File: src/rtl/multichannel_downsampler_pkg.sv
// Shared types, widths and helper functions for multichannel_downsampler.
package multichannel_downsampler_pkg;

    localparam int max_decimation_dflt = 16;
    localparam int data_width_dflt     = 24;
    localparam int cnt_w_dflt          = $clog2(max_decimation_dflt);

    // Config fields are wide enough for any max_decimation_p up to 255.
    localparam int cfg_field_w = 8;

    typedef struct packed {
        logic [cfg_field_w-1:0] m;
        logic [cfg_field_w-1:0] phase;
        logic [cfg_field_w-1:0] avg_shift;
    } cfg_t;

    function automatic int acc_width(input int data_width, input int cnt_width);
        return data_width + cnt_width + 1;
    endfunction

    function automatic int sanitise_m(input int m, input int max_m);
        if (m == 0) begin
            return 1;
        end
        if (m > max_m) begin
            return max_m;
        end
        return m;
    endfunction

    function automatic logic signed [63:0] saturate(input logic signed [63:0] value,
                                                    input int width);
        logic signed [63:0] hi;
        logic signed [63:0] lo;
        hi = (64'sd1 <<< (width - 1)) - 64'sd1;
        lo = -(64'sd1 <<< (width - 1));
        if (value > hi) begin
            return hi;
        end
        if (value < lo) begin
            return lo;
        end
        return value;
    endfunction

endpackage

File: src/rtl/multichannel_downsampler_counter.sv
// Per-channel phase counter: counts accepted samples modulo M and flags the emit index.
module ds_channel_counter
    import multichannel_downsampler_pkg::*;
#(
    parameter int cnt_w = cnt_w_dflt
) (
    input  logic                   clk,
    input  logic                   rst_n,
    input  logic                   clear,
    input  logic                   advance,
    input  logic [cfg_field_w-1:0] m,
    input  logic [cfg_field_w-1:0] target,
    output logic                   hit
);

    logic [cnt_w-1:0] cnt;
    logic             last;

    assign last = (cfg_field_w'(cnt) == m - 1'b1);
    assign hit  = (cfg_field_w'(cnt) == target);

    always_ff @(posedge clk or negedge rst_n) begin
        if (!rst_n) begin
            cnt <= '0;
        end else if (clear) begin
            cnt <= '0;
        end else if (advance) begin
            cnt <= last ? '0 : cnt + 1'b1;
        end
    end

endmodule

File: src/rtl/multichannel_downsampler.sv
// TDM multichannel decimator with per-channel phase counters and valid/ready on both sides.
// Define MULTICHANNEL_DOWNSAMPLER_AVG_EN to emit block averages instead of phase-selected samples.
module multichannel_downsampler
    import multichannel_downsampler_pkg::*;
#(
    parameter int data_width_p     = data_width_dflt,
    parameter int nr_of_channels_p = 2,
    parameter int max_decimation_p = max_decimation_dflt,
    parameter int ch_width_p       = 1
) (
    input  logic                                clk,
    input  logic                                rst_n,
    input  logic                                cfg_load,
    input  logic [$clog2(max_decimation_p):0]   cfg_m,
    input  logic [$clog2(max_decimation_p)-1:0] cfg_phase,
    input  logic [$clog2(max_decimation_p):0]   cfg_avg_shift,
    input  logic                                x_valid,
    output logic                                x_ready,
    input  logic [ch_width_p-1:0]               x_ch,
    input  logic [data_width_p-1:0]             x,
    output logic                                y_valid,
    input  logic                                y_ready,
    output logic [ch_width_p-1:0]               y_ch,
    output logic [data_width_p-1:0]             y
);

    localparam int cnt_w = $clog2(max_decimation_p);

    cfg_t                        cfg_q;
    cfg_t                        cfg_d;
    logic                        accept;
    logic                        emit;
    logic [nr_of_channels_p-1:0] advance;
    logic [nr_of_channels_p-1:0] hit;
    logic [cfg_field_w-1:0]      target;
    logic [data_width_p-1:0]     out_data;

    // An emit can only happen on accept, so the output register is never overwritten unread.
    assign x_ready = !y_valid || y_ready;
    assign accept  = x_valid && x_ready;

    always_comb begin
        cfg_d.m         = cfg_field_w'(sanitise_m(int'(cfg_m), max_decimation_p));
        cfg_d.phase     = (cfg_field_w'(cfg_phase) >= cfg_d.m) ? cfg_d.m - 1'b1
                                                               : cfg_field_w'(cfg_phase);
        cfg_d.avg_shift = cfg_field_w'(cfg_avg_shift);
    end

    always_ff @(posedge clk or negedge rst_n) begin
        if (!rst_n) begin
            cfg_q <= '{m: cfg_field_w'(1), phase: '0, avg_shift: '0};
        end else if (cfg_load) begin
            cfg_q <= cfg_d;
        end
    end

    // A sample arriving with cfg_load is swallowed; out-of-range channels match no counter.
    for (genvar c = 0; c < nr_of_channels_p; c++) begin : g_ch
        assign advance[c] = accept && !cfg_load && (x_ch == ch_width_p'(c));

        ds_channel_counter #(
            .cnt_w(cnt_w)
        ) u_counter (
            .clk    (clk),
            .rst_n  (rst_n),
            .clear  (cfg_load),
            .advance(advance[c]),
            .m      (cfg_q.m),
            .target (target),
            .hit    (hit[c])
        );
    end

    assign emit = |(advance & hit);

`ifdef MULTICHANNEL_DOWNSAMPLER_AVG_EN
    localparam int acc_w = acc_width(data_width_p, cnt_w);

    logic signed [acc_w-1:0]        acc [nr_of_channels_p];
    logic signed [acc_w-1:0]        acc_sel;
    logic signed [acc_w-1:0]        sum;
    logic signed [acc_w-1:0]        avg;
    logic signed [data_width_p-1:0] x_s;
    logic                           unused_phase;

    assign target       = cfg_q.m - 1'b1;
    assign x_s          = x;
    assign unused_phase = ^cfg_q.phase;

    always_comb begin
        acc_sel = '0;
        for (int c = 0; c < nr_of_channels_p; c++) begin
            if (x_ch == ch_width_p'(c)) begin
                acc_sel = acc[c];
            end
        end
        sum      = acc_sel + acc_w'(x_s);
        avg      = sum >>> cfg_q.avg_shift;
        out_data = data_width_p'(saturate(64'(avg), data_width_p));
    end

    // The block sum restarts on the emitting sample, so the next block begins empty.
    always_ff @(posedge clk or negedge rst_n) begin
        if (!rst_n) begin
            for (int c = 0; c < nr_of_channels_p; c++) begin
                acc[c] <= '0;
            end
        end else if (cfg_load) begin
            for (int c = 0; c < nr_of_channels_p; c++) begin
                acc[c] <= '0;
            end
        end else begin
            for (int c = 0; c < nr_of_channels_p; c++) begin
                if (advance[c]) begin
                    acc[c] <= hit[c] ? '0 : sum;
                end
            end
        end
    end
`else
    logic unused_shift;

    assign target       = cfg_q.phase;
    assign out_data     = x;
    assign unused_shift = ^cfg_q.avg_shift;
`endif

    always_ff @(posedge clk or negedge rst_n) begin
        if (!rst_n) begin
            y_valid <= 1'b0;
            y       <= '0;
            y_ch    <= '0;
        end else if (emit) begin
            y_valid <= 1'b1;
            y       <= out_data;
            y_ch    <= x_ch;
        end else if (y_ready) begin
            y_valid <= 1'b0;
        end
    end

endmodule

File: config.mk
export PLATFORM = sky130hd
export DESIGN_NAME = multichannel_downsampler
export DESIGN_NICKNAME = d
export VERILOG_FILES = /design/src/rtl/multichannel_downsampler_pkg.sv /design/src/rtl/multichannel_downsampler_counter.sv /design/src/rtl/multichannel_downsampler.sv
export SDC_FILE = /design/constraint.sdc
export NUM_CORES = 1
export LEC_CHECK = 0
export BUFFER_PORTS_ARGS = -buffer_cell sky130_fd_sc_hd__buf_2
export CAP_MARGIN = 30
export CORE_MARGIN = 2
export CORE_UTILIZATION = 35
export DETAILED_ROUTE_END_ITERATION = 7
export MAX_ROUTING_LAYER = met4
export PLACE_DENSITY = 0.64
export SYNTH_ARGS = -nofsm -noshare
export SYNTH_HDL_FRONTEND = slang
export SYNTH_SLANG_ARGS = --single-unit
export TNS_END_PERCENT = 5
File: constraint.sdc
create_clock -name clk -period 2.9 [get_ports clk]
set_clock_uncertainty 0.05 [all_clocks]
set_input_delay 0.29 -clock clk [delete_from_list [all_inputs] [get_ports clk]]
set_output_delay 0.29 -clock clk [all_outputs]
set_load 0.005 [all_outputs]
[Word-level counts from Yosys, hierarchy flattened]
Index checks and enable logic that the tools add are counted.
Storage, ports and cells
  bits of input ports: 44
  register bits: 50
  output and inout bits: 27
  logic and storage cells: 47
Operators by class
  $lt $le $gt $ge: 2
  bitwise logic cells: 2
  muxes and demuxes: 16
  reduce and logical (&&, ||, !) cells: 12
  add/subtract/negate cells: 4
  equality and inequality tests: 4
Operator list (number)
  4-bit by 8-bit == test with 1-bit output: 4
  4-bit two-way mux: 6
  8-bit two-way mux: 3
  8-bit by 1-bit subtractor with 8-bit output (second input constant): 2
  4-bit by 1-bit adder with 4-bit output (second input constant): 2
  4-bit by 8-bit >= comparator with 1-bit output: 1
  1-bit two-way mux: 6
  2-bit nonzero test: 3
  5-bit greater-than comparator (second input constant): 1
  5-bit logical NOT: 1
  5-bit two-way mux: 1
  1-bit logical AND: 4
  2-bit bitwise AND: 1
  1-bit logical NOT: 2
  2-bit OR reduction: 1
  1-bit logical OR: 1
  1-bit inverter: 1

[Logic depth before layout (Yosys ltp)]
  depth after elaboration: 8
  depth in mapped cells: 9
  gate-level depth less buffers: 9

[Hierarchy]
From an unflattened synthesis, not the netlist that was laid out.
Unflattened totals
  cell total of the unflattened synthesis: 238
  area, all modules: 2607.5 µm²
By module, submodules not included
  multichannel_downsampler: seq. area each 977.2 µm², area an instance 1746.7 µm², times used 1, cells an instance 132
  ds_channel_counter: seq. area each 100.1 µm², area an instance 430.4 µm², times used 2, cells an instance 53

[Least setup slack after synthesis]
Ideal clock, no wire load.
  kind: in2reg
  from: input cfg_m[1]
  to: register cfg_q (netlist bit target[0])
  data required time: 2.710 ns
  arrival: 1.967 ns
  path slack: 0.743 ns
  cell stages on the path: 9
  buffers on the path: 0
  setup time: 0.140 ns
  cell sequence: nor3_1 nor2_1 nor2_1 ha_1 nand2b_1 a2111oi_0 nor3_1 mux2i_1 a21oi_1
RTL lines
  start, declared: line multichannel_downsampler.sv:14  | input logic [$clog2(max_decimation_p):0] cfg_m,
  end signal, assigned: line multichannel_downsampler.sv:51  | cfg_q <= '{m: cfg_field_w'(1), phase: '0, avg_shift: '0};
  end signal, assigned: line multichannel_downsampler.sv:53  | cfg_q <= cfg_d;
  end, declared: line multichannel_downsampler.sv:29  | cfg_t cfg_q;

[Final worst setup path]
  from: register cfg_q[16] (netlist bit)
  to: register g_ch[1].u_counter.cnt[0]
On the way
  cells in the longest elaborated chain, start to end: 5
Ends and longest elaborated chain
  8-bit by 1-bit subtractor with 8-bit output: line multichannel_downsampler_counter.sv:19  | assign last = (cfg_field_w'(cnt) == m - 1'b1);
  4-bit by 8-bit == test with 1-bit output: line multichannel_downsampler_counter.sv:19
  4-bit two-way mux: line multichannel_downsampler_counter.sv:28  | cnt <= last ? '0 : cnt + 1'b1;
  4-bit two-way mux: line multichannel_downsampler_counter.sv:27  | end else if (advance) begin
  4-bit two-way mux: line multichannel_downsampler_counter.sv:25  | end else if (clear) begin
  end signal, assigned: line multichannel_downsampler_counter.sv:28
  end, declared: line multichannel_downsampler_counter.sv:16  | logic [cnt_w-1:0] cnt;
Every way passes these cells. The select of a mux whose other input is x is not followed.
A chain may end at the register's enable or synchronous reset.

==> summary.txt <==
Netlist cell types: 47
non-filler cells, final: 375
CTS Buf Count: 5
Final Cell Area: 0.00306 sq mm
CTS tree: built
Slew HR: 50.6%
startpoint types: flop
CTS Root Cell: clkbuf_8
Post-Syn Instances: 209
Seq. cell area: 0.00118 sq mm
via count: 1746
Mapped Area: 0.00253 sq mm
# port buffers: 65
largest net degree at the start of global routing: 30
standard-cell row count: 31
CTS Hold Buffers Added: 1
Cells after DPL: 367
worst path arrival time: 2.42 ns
hold slack: 0.174 ns
worst path cell trace: inv_1 -> ha_1 -> o311ai_0 -> nor3b_1 -> nor2b_1 -> o31ai_1
Worst Hold Class: input port to flop
GP Congestion: 0.795
total routed wirelength: 4.84 mm
first-pass GRT wire length: 7.85 mm
minimum clock period: 2.30 ns
critical path type: flop to flop
reg2reg path depth: 6
CTS H-tree lvls: 2
Pre-Repair DR Iteration Count: 3
register area share after synthesis: 46.5%
Net Switching: 0.555 mW
worst skew pair latency: 0.29 ns
share of cells above drive strength 1: 38.8%
WHS Path Cells: 2
Worst path max stage delay: 0.58 ns
Post-CTS Setup Inserts: 0
Fmax: 0.435 GHz
most common cell after layout, fill and taps aside: buf_2
YS warnings: 0
post-layout net count: 328
drt drc: 0
Tcrit/Tclk final: 79.3%
number of global-route vias before repair: 1662
fin util: 42.9%
most frequent cells in the layout: buf_2, dfrtp_1, mux2_4
Leak Pwr: 1.53 nW
clk buf depth: 2
hpwl dp: 3.71 mm
maximum vdd drop: 0.202 mV
P_int: 1.51 mW
Sequential Power Share: 46.6%
initial antenna violation count: 0
antenna viol nets, final: 0
Sw Share: 26.9%
crit path capture type: flop
drt via density: 4.66
setup violators final: 0
area delta synth->final: 20.8%
Starting Density: 35.5%
Pins Over Slew Limit: 0
outcome: complete, no violations
WL/cell: 12.9 um
die width: 89.1 um
critical path peak fanout: 5
# diodes: 0
PD cells: 674 mW/mm^2
Iteration-0 DRC Markers: 64
RSZ-0062 raised after global routing: no
die area: 0.00794 sq mm
Worst Path Required: 3.02 ns
CTS resizes: 0
Synth Register Bits: 47
grt ovf: 0
max cap viols: 0
synthesized net count: 261
clock-pin transition on the worst setup and hold timing paths: 0.09 ns
Placement Cell Area: 0.00294 sq mm
Placeable Area: 0.00714 sq mm
I/O pin count: 71
Fill cells: 709
clk sink count: 47
setup TNS: 0 ns
Clk pwr share: 22.3%
Die Span Y: 89.1 um
r2r setup slk: 0.60 ns
Final Hold Viols: 0
gr usage total: 13.1%
syn_area_per_cell: 12.1 sq um
area of the multi-input gates: 0.00124 sq mm
Slew @ Worst Pin: 0.735 ns
power share of the combinational group: 31.1%
critical path's slowest cell: dfstp_2
through the flow:
step | worst slack (ns) | power (mW)
2_1_floorplan | 0.743 | 1.35
3_3_place_gp | 0.471 | 1.60
3_5_place_dp | 0.430 | 1.62
4_1_cts | 0.566 | 2.09
5_1_grt | 0.336 | 2.21
6_report | 0.600 | 2.06
final timing paths:
check	from	to
max	cfg_q[16]	g_ch[1].u_counter.cnt[0]
min	x[8]	y[8]
max reg2reg	cfg_q[16]	g_ch[1].u_counter.cnt[0]
min reg2reg	y_ch	y_ch
max in group asynchronous	rst_n	target[6]
min in group asynchronous	rst_n	y[13]
metal layers:
metal  wire length (um)  share of wire [%]  track usage, %
met4                 23               0.48            3.26
met2               2090                 43            20.9
met5                  0                  0               -
met1               2370                 49            16.5
met3                357                7.4            3.42
synth_stat cells, drive strengths merged:
| master | number | area [sq um] |
|---|---|---|
| o21bai | 1 | 7.51 |
| buf | 6 | 65.1 |
| a21o | 1 | 7.51 |
| inv | 12 | 45.0 |
| mux2 | 25 | 353 |
| a21oi | 1 | 5.00 |
| nor4 | 2 | 42.5 |
| dfrtp | 46 | 1150 |
| nand2b | 7 | 46.3 |
| o221ai | 2 | 17.5 |
| nor2b | 5 | 31.3 |
| nand4bb | 1 | 11.3 |
| nand3b | 1 | 7.51 |
| nand4b | 1 | 23.8 |
| a31oi | 1 | 6.26 |
| o22ai | 1 | 6.26 |
| o311ai | 1 | 8.76 |
| and4b | 1 | 10.0 |
| nor3b | 1 | 7.51 |
| xor2 | 9 | 78.8 |
| ha | 8 | 100 |
| dfstp | 1 | 26.3 |
| o21a | 1 | 7.51 |
| o22a | 1 | 8.76 |
| o21ai | 6 | 30.0 |
| nor2 | 13 | 48.8 |
| xnor2 | 11 | 96.3 |
| clkbuf | 3 | 11.3 |
| a2111oi | 2 | 17.5 |
| xor3 | 1 | 23.8 |
| nand2 | 10 | 37.5 |
| a32o | 1 | 10.0 |
| o31ai | 2 | 15.0 |
| nor3 | 6 | 30.0 |
| o2111a | 1 | 11.3 |
| o41ai | 1 | 8.76 |
| mux2i | 4 | 40.0 |
| a22oi | 1 | 7.51 |
| nand4 | 2 | 18.8 |
| and4bb | 1 | 12.5 |
| nand3 | 8 | 40.0 |
sequential cells by signal (all words and copies together) (netlist names):
register            flops
cfg_q                   5
g_ch.u_counter.cnt      8
target                  8
y                      24
y_ch                    1
y_valid                 1
power groups by stage:
| stage | clock, mW | combinational, mW | sequential (mW) |
|---|---|---|---|
| floorplan | 0 | 0.365 | 0.984 |
| global placement | 0 | 0.641 | 0.959 |
| detailed placement | 0 | 0.645 | 0.975 |
| CTS | 0.480 | 0.652 | 0.962 |
| global route | 0.504 | 0.719 | 0.986 |
| finish | 0.461 | 0.642 | 0.961 |
critical path: cells and delay by family, from the launching register on:
| family | cells | cell delay [ns] |
|---|---|---|
| compound gates | 2 | 0.64 |
| simple gates | 2 | 0.58 |
| fa+ha+maj | 1 | 0.25 |
| flops | 1 | 0.58 |
| buf+inv | 1 | 0.07 |
layout make-up:
| class | instances | share of cell area, % |
|---|---|---|
| multi-input combinational | 141 | 40.4 |
| sequential | 47 | 38.5 |
| timing repair buffer | 69 | 12.1 |
| clock buffer | 5 | 2.25 |
| clock inverter | 2 | 1.23 |
| inverter | 12 | 1.47 |
| tap | 99 | 4.05 |
logic make-up (layout without fill, tap and decap cells):
| family | after synthesis | in the layout | synth area share, % |
|---|---|---|---|
| fa+ha+maj | 8 | 8 | 3.95 |
| xor+xnor | 21 | 21 | 7.85 |
| simple gates | 59 | 59 | 14.5 |
| mux | 29 | 29 | 15.5 |
| buf+inv | 21 | 88 | 4.79 |
| compound gates | 24 | 24 | 6.91 |
| flops | 47 | 47 | 46.5 |
Note: power is estimated with default switching activity, not from simulation.
